===== config.mk =====
export PLATFORM = sky130hd
export DESIGN_NAME = id_exe_stage_reg
export DESIGN_NICKNAME = d
export VERILOG_FILES = /design/src/rtl/id_exe_stage_reg.sv
export SDC_FILE = /design/constraint.sdc
export NUM_CORES = 1
export LEC_CHECK = 0
export CAP_MARGIN = 20
export CORE_AREA = 2 2 133 135
export CTS_CLUSTER_DIAMETER = 40
export DETAILED_ROUTE_END_ITERATION = 7
export DIE_AREA = 0 0 135 137
export GPL_TIMING_DRIVEN = 0
export HOLD_SLACK_MARGIN = 0.1
export PLACE_DENSITY = 0.81
export SLEW_MARGIN = 40
export SYNTH_ARGS = -nofsm -noshare
export SYNTH_HDL_FRONTEND = slang
export SYNTH_SLANG_ARGS = --single-unit

===== constraint.sdc =====
create_clock -name clk -period 2.8 [get_ports clk]
set_input_delay 0.56 -clock clk [delete_from_list [all_inputs] [get_ports clk]]
set_output_delay 0.56 -clock clk [all_outputs]
set_load 0.005 [all_outputs]

===== src/rtl/id_exe_stage_reg.sv =====
// ID->EXE pipeline register: captures decoded control, operands and register indices,
// squashes on flush/bubble, holds on freeze, and keeps saturating bubble/flush counters.
module id_exe_stage_reg #(
    parameter int DATA_W = 32,
    parameter int REG_W  = 5,
    parameter int CMD_W  = 4,
    parameter int CNT_W  = 16
) (
    input  logic              clk,
    input  logic              rst_n,
    input  logic              freeze,
    input  logic              flush,
    input  logic              bubble,
    input  logic              id_valid,
    input  logic              id_wb_en,
    input  logic              id_mem_r,
    input  logic              id_mem_w,
    input  logic              id_branch,
    input  logic              id_imm_sel,
    input  logic [CMD_W-1:0]  id_exe_cmd,
    input  logic [DATA_W-1:0] id_pc,
    input  logic [DATA_W-1:0] id_val1,
    input  logic [DATA_W-1:0] id_val2,
    input  logic [DATA_W-1:0] id_st_val,
    input  logic [REG_W-1:0]  id_dest,
    input  logic [REG_W-1:0]  id_src1,
    input  logic [REG_W-1:0]  id_src2,
    output logic              exe_valid,
    output logic              exe_wb_en,
    output logic              exe_mem_r,
    output logic              exe_mem_w,
    output logic              exe_branch,
    output logic              exe_imm_sel,
    output logic [CMD_W-1:0]  exe_exe_cmd,
    output logic [DATA_W-1:0] exe_pc,
    output logic [DATA_W-1:0] exe_val1,
    output logic [DATA_W-1:0] exe_val2,
    output logic [DATA_W-1:0] exe_st_val,
    output logic [REG_W-1:0]  exe_dest,
    output logic [REG_W-1:0]  exe_src1,
    output logic [REG_W-1:0]  exe_src2,
    output logic [CNT_W-1:0]  bubble_cnt,
    output logic [CNT_W-1:0]  flush_cnt
);

    logic              r_valid;
    logic              r_wb_en;
    logic              r_mem_r;
    logic              r_mem_w;
    logic              r_branch;
    logic              r_imm_sel;
    logic [CMD_W-1:0]  r_exe_cmd;
    logic [DATA_W-1:0] r_pc;
    logic [DATA_W-1:0] r_val1;
    logic [DATA_W-1:0] r_val2;
    logic [DATA_W-1:0] r_st_val;
    logic [REG_W-1:0]  r_dest;
    logic [REG_W-1:0]  r_src1;
    logic [REG_W-1:0]  r_src2;
    logic [CNT_W-1:0]  r_bubble_cnt;
    logic [CNT_W-1:0]  r_flush_cnt;

    logic              w_update;
    logic              w_squash;
    logic              w_do_bubble;
    logic              w_wb_en;
    logic              w_mem_r;
    logic              w_mem_w;
    logic              w_branch;
    logic              w_imm_sel;
    logic [CMD_W-1:0]  w_exe_cmd;
    logic [REG_W-1:0]  w_dest;
    logic [REG_W-1:0]  w_src1;
    logic [REG_W-1:0]  w_src2;
    logic              w_bubble_sat;
    logic              w_flush_sat;

    // flush beats freeze so a squash is never lost while memory stalls
    assign w_update    = flush | ~freeze;
    assign w_do_bubble = bubble & ~flush & ~freeze;
    assign w_squash    = flush | w_do_bubble;

    // an invalid ID slot must look like r0 to forwarding, same as a squash
    always_comb begin
        w_wb_en   = 1'b0;
        w_mem_r   = 1'b0;
        w_mem_w   = 1'b0;
        w_branch  = 1'b0;
        w_imm_sel = 1'b0;
        w_exe_cmd = '0;
        w_dest    = '0;
        w_src1    = '0;
        w_src2    = '0;
        if (id_valid) begin
            w_wb_en   = id_wb_en;
            w_mem_r   = id_mem_r;
            w_mem_w   = id_mem_w;
            w_branch  = id_branch;
            w_imm_sel = id_imm_sel;
            w_exe_cmd = id_exe_cmd;
            w_dest    = id_dest;
            w_src1    = id_src1;
            w_src2    = id_src2;
        end
    end

    always_ff @(posedge clk or negedge rst_n) begin
        if (!rst_n) begin
            r_valid   <= 1'b0;
            r_wb_en   <= 1'b0;
            r_mem_r   <= 1'b0;
            r_mem_w   <= 1'b0;
            r_branch  <= 1'b0;
            r_imm_sel <= 1'b0;
            r_exe_cmd <= '0;
            r_pc      <= '0;
            r_val1    <= '0;
            r_val2    <= '0;
            r_st_val  <= '0;
            r_dest    <= '0;
            r_src1    <= '0;
            r_src2    <= '0;
        end else if (w_update) begin
            if (w_squash) begin
                r_valid   <= 1'b0;
                r_wb_en   <= 1'b0;
                r_mem_r   <= 1'b0;
                r_mem_w   <= 1'b0;
                r_branch  <= 1'b0;
                r_imm_sel <= 1'b0;
                r_exe_cmd <= '0;
                r_pc      <= '0;
                r_val1    <= '0;
                r_val2    <= '0;
                r_st_val  <= '0;
                r_dest    <= '0;
                r_src1    <= '0;
                r_src2    <= '0;
            end else begin
                r_valid   <= id_valid;
                r_wb_en   <= w_wb_en;
                r_mem_r   <= w_mem_r;
                r_mem_w   <= w_mem_w;
                r_branch  <= w_branch;
                r_imm_sel <= w_imm_sel;
                r_exe_cmd <= w_exe_cmd;
                r_pc      <= id_pc;
                r_val1    <= id_val1;
                r_val2    <= id_val2;
                r_st_val  <= id_st_val;
                r_dest    <= w_dest;
                r_src1    <= w_src1;
                r_src2    <= w_src2;
            end
        end
    end

    assign w_bubble_sat = &r_bubble_cnt;
    assign w_flush_sat  = &r_flush_cnt;

    always_ff @(posedge clk or negedge rst_n) begin
        if (!rst_n) begin
            r_bubble_cnt <= '0;
            r_flush_cnt  <= '0;
        end else begin
            if (flush && !w_flush_sat)
                r_flush_cnt <= r_flush_cnt + CNT_W'(1);
            if (w_do_bubble && !w_bubble_sat)
                r_bubble_cnt <= r_bubble_cnt + CNT_W'(1);
        end
    end

    assign exe_valid   = r_valid;
    assign exe_wb_en   = r_wb_en;
    assign exe_mem_r   = r_mem_r;
    assign exe_mem_w   = r_mem_w;
    assign exe_branch  = r_branch;
    assign exe_imm_sel = r_imm_sel;
    assign exe_exe_cmd = r_exe_cmd;
    assign exe_pc      = r_pc;
    assign exe_val1    = r_val1;
    assign exe_val2    = r_val2;
    assign exe_st_val  = r_st_val;
    assign exe_dest    = r_dest;
    assign exe_src1    = r_src1;
    assign exe_src2    = r_src2;
    assign bubble_cnt  = r_bubble_cnt;
    assign flush_cnt   = r_flush_cnt;

endmodule


==> flow_summary.ini <==
[setup_path]
cp.required_ns = 3.15
worst-r2r-setup-slack_ns = 0.72
crit_path_start_kind = primary input
cp_data_arrival_time_ns = 2.67
cp-end-kind = flip-flop
crit_fanout = 10
worstSetupPathType = primary input to flip-flop

[synth]
ys_types = 39
yosys-top-cells-area = dfrtp_1 (66%), a22o_1 (19%), xor2_1 (2.8%), buf_2 (1.6%), nand2_1 (0.70%)
synth_seq_cells = 185
syn_nets = 653
synth-seq-area-share_pct = 66.49
synth_area_um2 = 6963
avgSynthCellArea_um2 = 14.12
synth_ff_type = dfrtp_1
ys_warn_count = 0
synth_top_area_share_pct = 66.49
async_flop_share_pct = 100.0
yosys.area.top_type = dfrtp_1
syn-instance-count = 493
synth_edf_count = 0

[hold_path]
min_path_type = primary input to async pin

[floorplanning]
dieArea_um2 = 18500
die_height_um = 137
die_w_um = 135
initial_core_util_pct = 40.82
fp-row-count = 48
placeableCoreArea_um2 = 17060
pin_count = 343

[final_layout]
final_area_um2 = 11320
area.growth.synth_to_final_pct = 62.61
nFillCells = 1290
num-nets-final = 1016
multi_input_area_um2 = 2160
layout_common_cells = clkdlybuf4s50_1 (341), dfrtp_1 (185), a22o_1 (152)
drive_above_1_share_pct = 7.825
n_antenna_cell = 0
final_common_cell = clkdlybuf4s50_1
finalNonFillerCells = 1094
seq_area_um2 = 4629

[placed_design]
placed_area_um2 = 10730
dp_hpwl_mm = 16.21
dp_cells = 1062
io_buffers = 342
routabilityCongestion = 0.7963

[timing]
post-route-period-util_pct = 82.94
fin_skew_ns = 0.009539
finalMaxSlewViolations = 0
fin_crit_ns = 2.322
relSlewSlack_pct = 59.30
fmax_ghz = 0.4306
grt_setup_unrepaired = no
setup_viol = 0
worst_slew_pin_slew_ns = 0.6058
final_hold_viol_count = 0
setup_tns_ns = 0

[clock_tree]
clockBufferDepth = 2
cts_setup_buffers = 0
cts_resized = 0
cts_htree_levels = 4
clkTransAtPathRegs_ns = 0.07
cts_tree = done
clk_latency_ns = 0.42
hold_buffers = 0
cts_buffers = 17
root_buffer = clkbuf_16
clock_sinks = 185

[power_and_ir_drop]
ir_worst_vdd_mv = 0.3998
power_mw = 6.366
leakage_nw = 5.163
power.density_nw_per_um2 = 562.3

[flow_run]
cap_violations = 0

[detailed_routing]
wl_mm = 21.61
firstDrtPassIters = 4
drcViolationCount = 0
avgViaCountPerCell = 5.281
ant_nets = 0
vias = 5777
wire_per_inst_um = 19.75
drt-initial-drc-count = 233

[global_route]
grt_pass1_vias = 5898
groute.usage.overall_pct = 22.62
antenna_found_initial = 0
grt_remaining_overflow = 0
grt_first_pass_wirelength_mm = 32.26
grt_max_degree = 68

[outcome]
outcome = complete, no violations
==> area by class of cell <==
cell class / instances / share of cell area (%)
Sequential cell: 185 / 40.89
Timing Repair Buffer: 344 / 30.77
Multi-Input combinational cell: 270 / 19.07
Clock buffer: 20 / 4.034
Tap cell: 225 / 2.486
Buffer: 36 / 1.470
Clock inverter: 12 / 1.216
Inverter: 2 / 0.06631
==> per-stage QoR <==
step | hold slack, ns | setup slack (ns) | utilization, %
2_1_floorplan | 0.2644 | 0.9504 | -
3_3_place_gp | 0.4627 | -6.369 | 62.54
3_5_place_dp | 0.4758 | -0.00009903 | 62.90
4_1_cts | 0.1020 | 0.4322 | 66.38
5_1_grt | 0.1238 | 0.3670 | 66.38
6_report | 0.09381 | 0.4776 | 66.38
==> critical path, cell delays in order <==
cell             delay, ns
clkdlybuf4s50_1       0.42
buf_4                 0.18
nor3_1                0.52
clkbuf_1              0.46
buf_2                 0.34
a22o_1                0.18
==> cells by family after synthesis <==
family / synth area share [%]
flip-flops: 66.49
AO/OA/AOI/OAI: 20.23
AND/OR/NAND/NOR: 6.901
buffers and inverters: 2.498
XOR/XNOR: 3.145
multiplexers: 0.3773
adder cells (fa/ha/maj): 0.3593
==> per-layer routing <==
metal  routed length, um  global-route usage [%]  vias up  part of all wire [%]
met1                8383                   26.66     2897                    39
li1                    -                       -     2603                     -
met5                   0                       0        -                     0
met3                1622                   6.741       33                   7.5
met4                 537                   7.639        0                   2.5
met2               11070                   39.59      244                    51
==> sequential cells by signal, summed over array words and instances, names as in the netlist, 16 cells and up <==
| name | flops |
|---|---|
| exe_val2 | 32 |
| flush_cnt | 16 |
| exe_st_val | 32 |
| exe_val1 | 32 |
| bubble_cnt | 16 |
| exe_pc | 32 |
==> power by group <==
group	internal [mW]	switching [mW]	total (mW)	leakage, nW
logic	0.611	0.350	0.961	2.37
clock network	1.37	1.03	2.41	0.287
registers	2.83	0.168	3.00	2.51
total	4.82	1.55	6.37	5.16
==> cells in the mapped netlist (2+ instances only) <==
cell / number
ha_1: 2
nor4_1: 7
nor4_4: 2
nor3_1: 9
buf_1: 3
inv_1: 2
nor2_1: 13
nor3b_1: 3
nand4_1: 6
and4_1: 3
dfrtp_1: 185
nand3_1: 7
o21ai_0: 2
xnor2_1: 3
clkbuf_1: 10
nand2_1: 13
buf_2: 22
and3_1: 2
a21oi_1: 6
xor2_1: 22
a22o_1: 152
nand4_2: 2
==> path summary, 6_finish.rpt <==
kind	from	endpoint	cells past startpoint
max in group asynchronous	rst_n	exe_val1[16]	2
worst max register to register	flush_cnt[0]	flush_cnt[1]	5
worst min register to register	exe_valid	exe_valid	1
worst max-delay path	flush	exe_val2[21]	6
min in group clk	exe_valid	exe_valid	1
worst min-delay path	rst_n	exe_pc[21]	1
(Power assumes the default switching activity.)
==> patch 1 (same flow settings) <==
`CNT_W`: 16 -> 32.
--- a/src/rtl/id_exe_stage_reg.sv
+++ b/src/rtl/id_exe_stage_reg.sv
@@ -4,7 +4,7 @@
     parameter int DATA_W = 32,
     parameter int REG_W  = 5,
     parameter int CMD_W  = 4,
-    parameter int CNT_W  = 16
+    parameter int CNT_W  = 32
 ) (
     input  logic              clk,
     input  logic              rst_n,
Interface: changed (resized bubble_cnt and flush_cnt); port bits go from 343 to 375. No check against the original RTL was run, so the function may have changed too.
==> patch 1 against the original RTL <==
Fmax rose by 4.3%; combinational power rose by 5%; critical endpoint is now exe_st_val[11]; routed wire length up 30%; register-to-register slack got worse by 0.14 ns; via count up 23%; worst setup slack better by 0.095 ns; critical path depth did not move; power grew 37%; global-route usage up 7.4 points; critical path type unchanged; synthesized area rose by 21%; sequential cell count grew 32; design area grew 20%.
==> patch 1: results (changes against the original RTL) <==
- CTS Buf Count: 34 (+17)
- Flop-to-flop setup slack: 0.58 ns (-0.14 ns)
- Initial antenna violation count: 2 (+2)
- Seq/total area: 39.8% (-1.1 points)
- Top layer reached by signal wires: met5
- Fill count: 1058 (-18%)
- Multi-input logic area: 0.00278 mm2 (+29%)
- Metal-1 WL: 10.6 mm (+27%)
- Number of distinct library cells after synthesis: 47 (+21%)
- Slowest CP cell: clkdlybuf4s50_1
- PwrDens: 638 mW/mm2 (+13%)
- Fraction of synthesized area in multiplexers: 0.402% (+0.025 points)
- Maximum VDD drop: 0.468 mV (+17%)
- Post-synthesis compound-gate area fraction: 17.2% (-3.0 points)
- Sw frac: 23.9% (-0.46 points)
- Mapped Nets: 770 (+18%)
- Max Fclk: 449 MHz (+4.3%)
- Pin count of the biggest net entering global routing: 78 (+15%)
- Flop pwr share: 39.9% (-7.2 points)
- Signal buffers: 414 (+8.9%)
- Share of cells above drive strength 1: 9.08% (+1.3 points)
- Layout clock buffer count: 43 (+110%)
- Max clock buf depth: 3 (+1)
- Final net count: 1182 (+16%)
- Leakage: 6.06 nW (+17%)
- H-tree levels: 2 (-2)
- Slew margin rel.: 57.8% (-1.5 points)
- Buffering overhead: 29.2% (-3.1 points)
- R2r endpoint: bubble_cnt[1]
- Adder-Cell Fraction of Synth Area: 0.298% (-0.062 points)
- Total Routing Usage GR: 30.1% (+7.4 points)
- Status: completed
- Final Skew: 0.0184 ns (+0.00883 ns)
- First DRT Iteration DRCs: 386 (+66%)
- Placed Cells incl. Taps: 1210 (+14%)
- Reg area: 0.00543 mm2 (+17%)
- Xor/xnor share of the synthesized area: 5.84% (+2.7 points)
- Global placer's final weighted congestion: 0.846 (+6.3%)
- First-pass GRT wire length: 42.3 mm (+31%)
- Routed wl met3: 2.21 mm (+36%)
- Routed wire per std cell: 22.0 um (+11%)
- Hold Path Class: in2reg
- Post-synthesis cell count: 610 (+24%)
- CP endpoint: exe_st_val[11]
- GR met1 Demand/Resource: 36.3% (+9.7 points)
- Pre-CTS WS: 0.0277 ns (+0.0278 ns)
- Routed vias/inst: 5.57 (+5.4%)
- #MultiIn Comb: 351 (+30%)
- WHS: 0.402 ns (+0.308 ns)
- Inserted Diodes: 1 (+1)
- DP Wirelength: 20.0 mm (+23%)
- Layout clock area frac: 8.40% (+3.1 points)
- Crit path launch: freeze
==> patch 1: cell types whose count changed in the layout (fill, tap and decap cells not counted), sizes merged, moves of 14 or more <==
cell / before / now
clkbuf: 30 / 69
nand3: 8 / 22
buf: 29 / 15
nand4: 9 / 23
xnor2: 3 / 43
clkdlybuf4s50: 341 / 372
dfrtp: 185 / 217
==> patch 1: repair_timing <==
item	CTS	global route
hold endpoints to repair	65	0
hold buffers	1	0
buffers inserted	0	0
endpoints found under the setup margin	0	0
==> patch 1: power by group through the flow <==
stage	clock network, W	registers [W]	logic (W)
6_report	0.00422	0.00347	0.00101
5_1_grt	0.00442	0.00349	0.00109
4_1_cts	0.00426	0.00346	0.00102
3_5_place_dp	0	0.00351	0.00101
3_3_place_gp	0	0.00351	0.000983
2_1_floorplan	0	0.00350	0.000261
==> patch 2 (same flow settings) <==
Without the edit above. Put one more register stage on the output `exe_val1`, cleared by the reset. The value now appears one clock later. The other outputs are not delayed to match.
--- a/src/rtl/id_exe_stage_reg.sv
+++ b/src/rtl/id_exe_stage_reg.sv
@@ -178,7 +178,13 @@
     assign exe_imm_sel = r_imm_sel;
     assign exe_exe_cmd = r_exe_cmd;
     assign exe_pc      = r_pc;
-    assign exe_val1    = r_val1;
+    always_ff @(posedge clk or negedge rst_n) begin
+        if (!rst_n) begin
+            exe_val1 <= '0;
+        end else begin
+            exe_val1 <= r_val1;
+        end
+    end
     assign exe_val2    = r_val2;
     assign exe_st_val  = r_st_val;
     assign exe_dest    = r_dest;
Check against the original RTL: not equivalent (Yosys sat finds a counterexample within 4 cycles, from zero or initial values and one cycle with rst_n low).
==> patch 2 against the original RTL <==
Core utilization increased by 7.2 points; via count increased by 3.7%; sequential cell count increased by 32; power increased by 30%; clock power increased by 57%; fmax decreased by 6.9%; design area increased by 11%; register-to-register slack improved by 0.14 ns; first-iteration DRC count decreased by 24%; clock skew decreased by 0.0053 ns; worst setup slack got worse by 0.17 ns; sequential share of layout area increased by 2.4 points; synthesized area increased by 11%; routed wire length increased by 8.6%; critical path type unchanged; critical endpoint is now r_val1[3].
==> patch 2: results (changes against the original RTL) <==
- Buffering overhead: 29.3% (-3.0 points)
- IO Port Bufs: 341 (-0.29%)
- Flop-to-flop setup slack: 0.86 ns (+0.14 ns)
- Most frequent cells after synthesis: dfrtp_1 (217), a22o_1 (152), clkbuf_1 (21)
- Inserted Diodes: 1 (+1)
- Clk sinks: 217 (+17%)
- Routed wire per std cell: 20.6 um (+4.2%)
- CTS Buf Count: 30 (+13)
- Slew margin rel.: 53.6% (-5.7 points)
- Max clock buf depth: 3 (+1)
- First DRT Iteration DRCs: 176 (-24%)
- Final net count: 1050 (+3.3%)
- Vias: 5993 (+3.7%)
- Worst reg2reg startpoint: bubble_cnt[0]
- Drt total wl: 23.5 mm (+8.6%)
- PwrDens: 659 mW/mm2 (+17%)
- Final Skew: 0.00421 ns (-0.00532 ns)
- Arrival time at the worst endpoint: 2.95 ns (+0.28 ns)
- Post-synthesis average cell area: 15.1 um2 (+6.6%)
- Global placer's final weighted congestion: 0.822 (+3.2%)
- Hold Path Class: in2reg
- CP endpoint: r_val1[3]
- Placed inst area: 0.0115 mm2 (+7.3%)
- Sequential share of the synthesized area: 70.3% (+3.8 points)
- DP Wirelength: 16.7 mm (+2.9%)
- Maximum VDD drop: 0.498 mV (+25%)
- Layout clock area frac: 8.17% (+2.9 points)
- Synth top area cells: dfrtp_1 (70%), a22o_1 (17%), xor2_1 (2.0%), xnor2_1 (1.1%), clkbuf_1 (1.0%)
- Mapped Nets: 673 (+3.1%)
- Clk_lat worst skew: 0.53 ns (+0.11 ns)
- Inverters, non-clock: 1 (-1)
- Number of distinct library cells after synthesis: 33 (-15%)
- Seq/total area: 43.3% (+2.4 points)
- #MultiIn Comb: 259 (-4.1%)
- WHS: 0.362 ns (+0.268 ns)
- Signal buffers: 381 (+0.26%)
- Pin count of the biggest net entering global routing: 79 (+16%)
- CP peak stage delay: 0.58 ns (+0.06 ns)
- Status: completed
- Leakage: 5.71 nW (+11%)
- Total Routing Usage GR: 25.0% (+2.4 points)
## patch 2: cell count changes after synthesis, sizes merged, moves of 3 or more
cell / unedited run / this run
buf: 26 / 15
a21oi: 6 / 0
dfrtp: 185 / 217
xnor2: 3 / 10
nor2: 14 / 6
nor4: 9 / 5
xor2: 22 / 18
nand3: 8 / 11
clkbuf: 10 / 21
o2111ai: 0 / 3
nand4: 9 / 12
## patch 2: report_power, final
group | internal [W] | switching (W)
clock | 0.00234 | 0.00144
combinational | 0.000616 | 0.000369
sequential | 0.00331 | 0.000185
## patch 2: timing repair
| action | in CTS | in global routing |
|---|---|---|
| hold endpoints to repair | 31 | 0 |
| gates resized for setup | 0 | 0 |
| hold buffers | 1 | 0 |
## patch 2: routing by layer
layer	GRT usage, %	part of all wire (%)	vias up
li1	-	-	2710
met1	29.9	38	2968
met2	43.2	52	266
met3	6.67	7.3	49
met4	9.84	3.4	0
met5	0	0	-
## patch 2: worst reg2reg max path: cells and delay by family, from the launching register on
family / cells / cell delay, ns
AO/OA/AOI/OAI: 1 / 0.66
flip-flops: 1 / 0.45
AND/OR/NAND/NOR: 2 / 0.29
XOR/XNOR: 1 / 0.19
adder cells (fa/ha/maj): 1 / 0.22
## patch 2: logic make-up after synthesis
logic type | count (synthesis) | synth area share (%)
AO/OA/AOI/OAI | 161 | 18.6
XOR/XNOR | 28 | 3.18
adder cells (fa/ha/maj) | 2 | 0.324
buffers and inverters | 37 | 2.12
flip-flops | 217 | 70.3
multiplexers | 2 | 0.340
AND/OR/NAND/NOR | 66 | 5.09
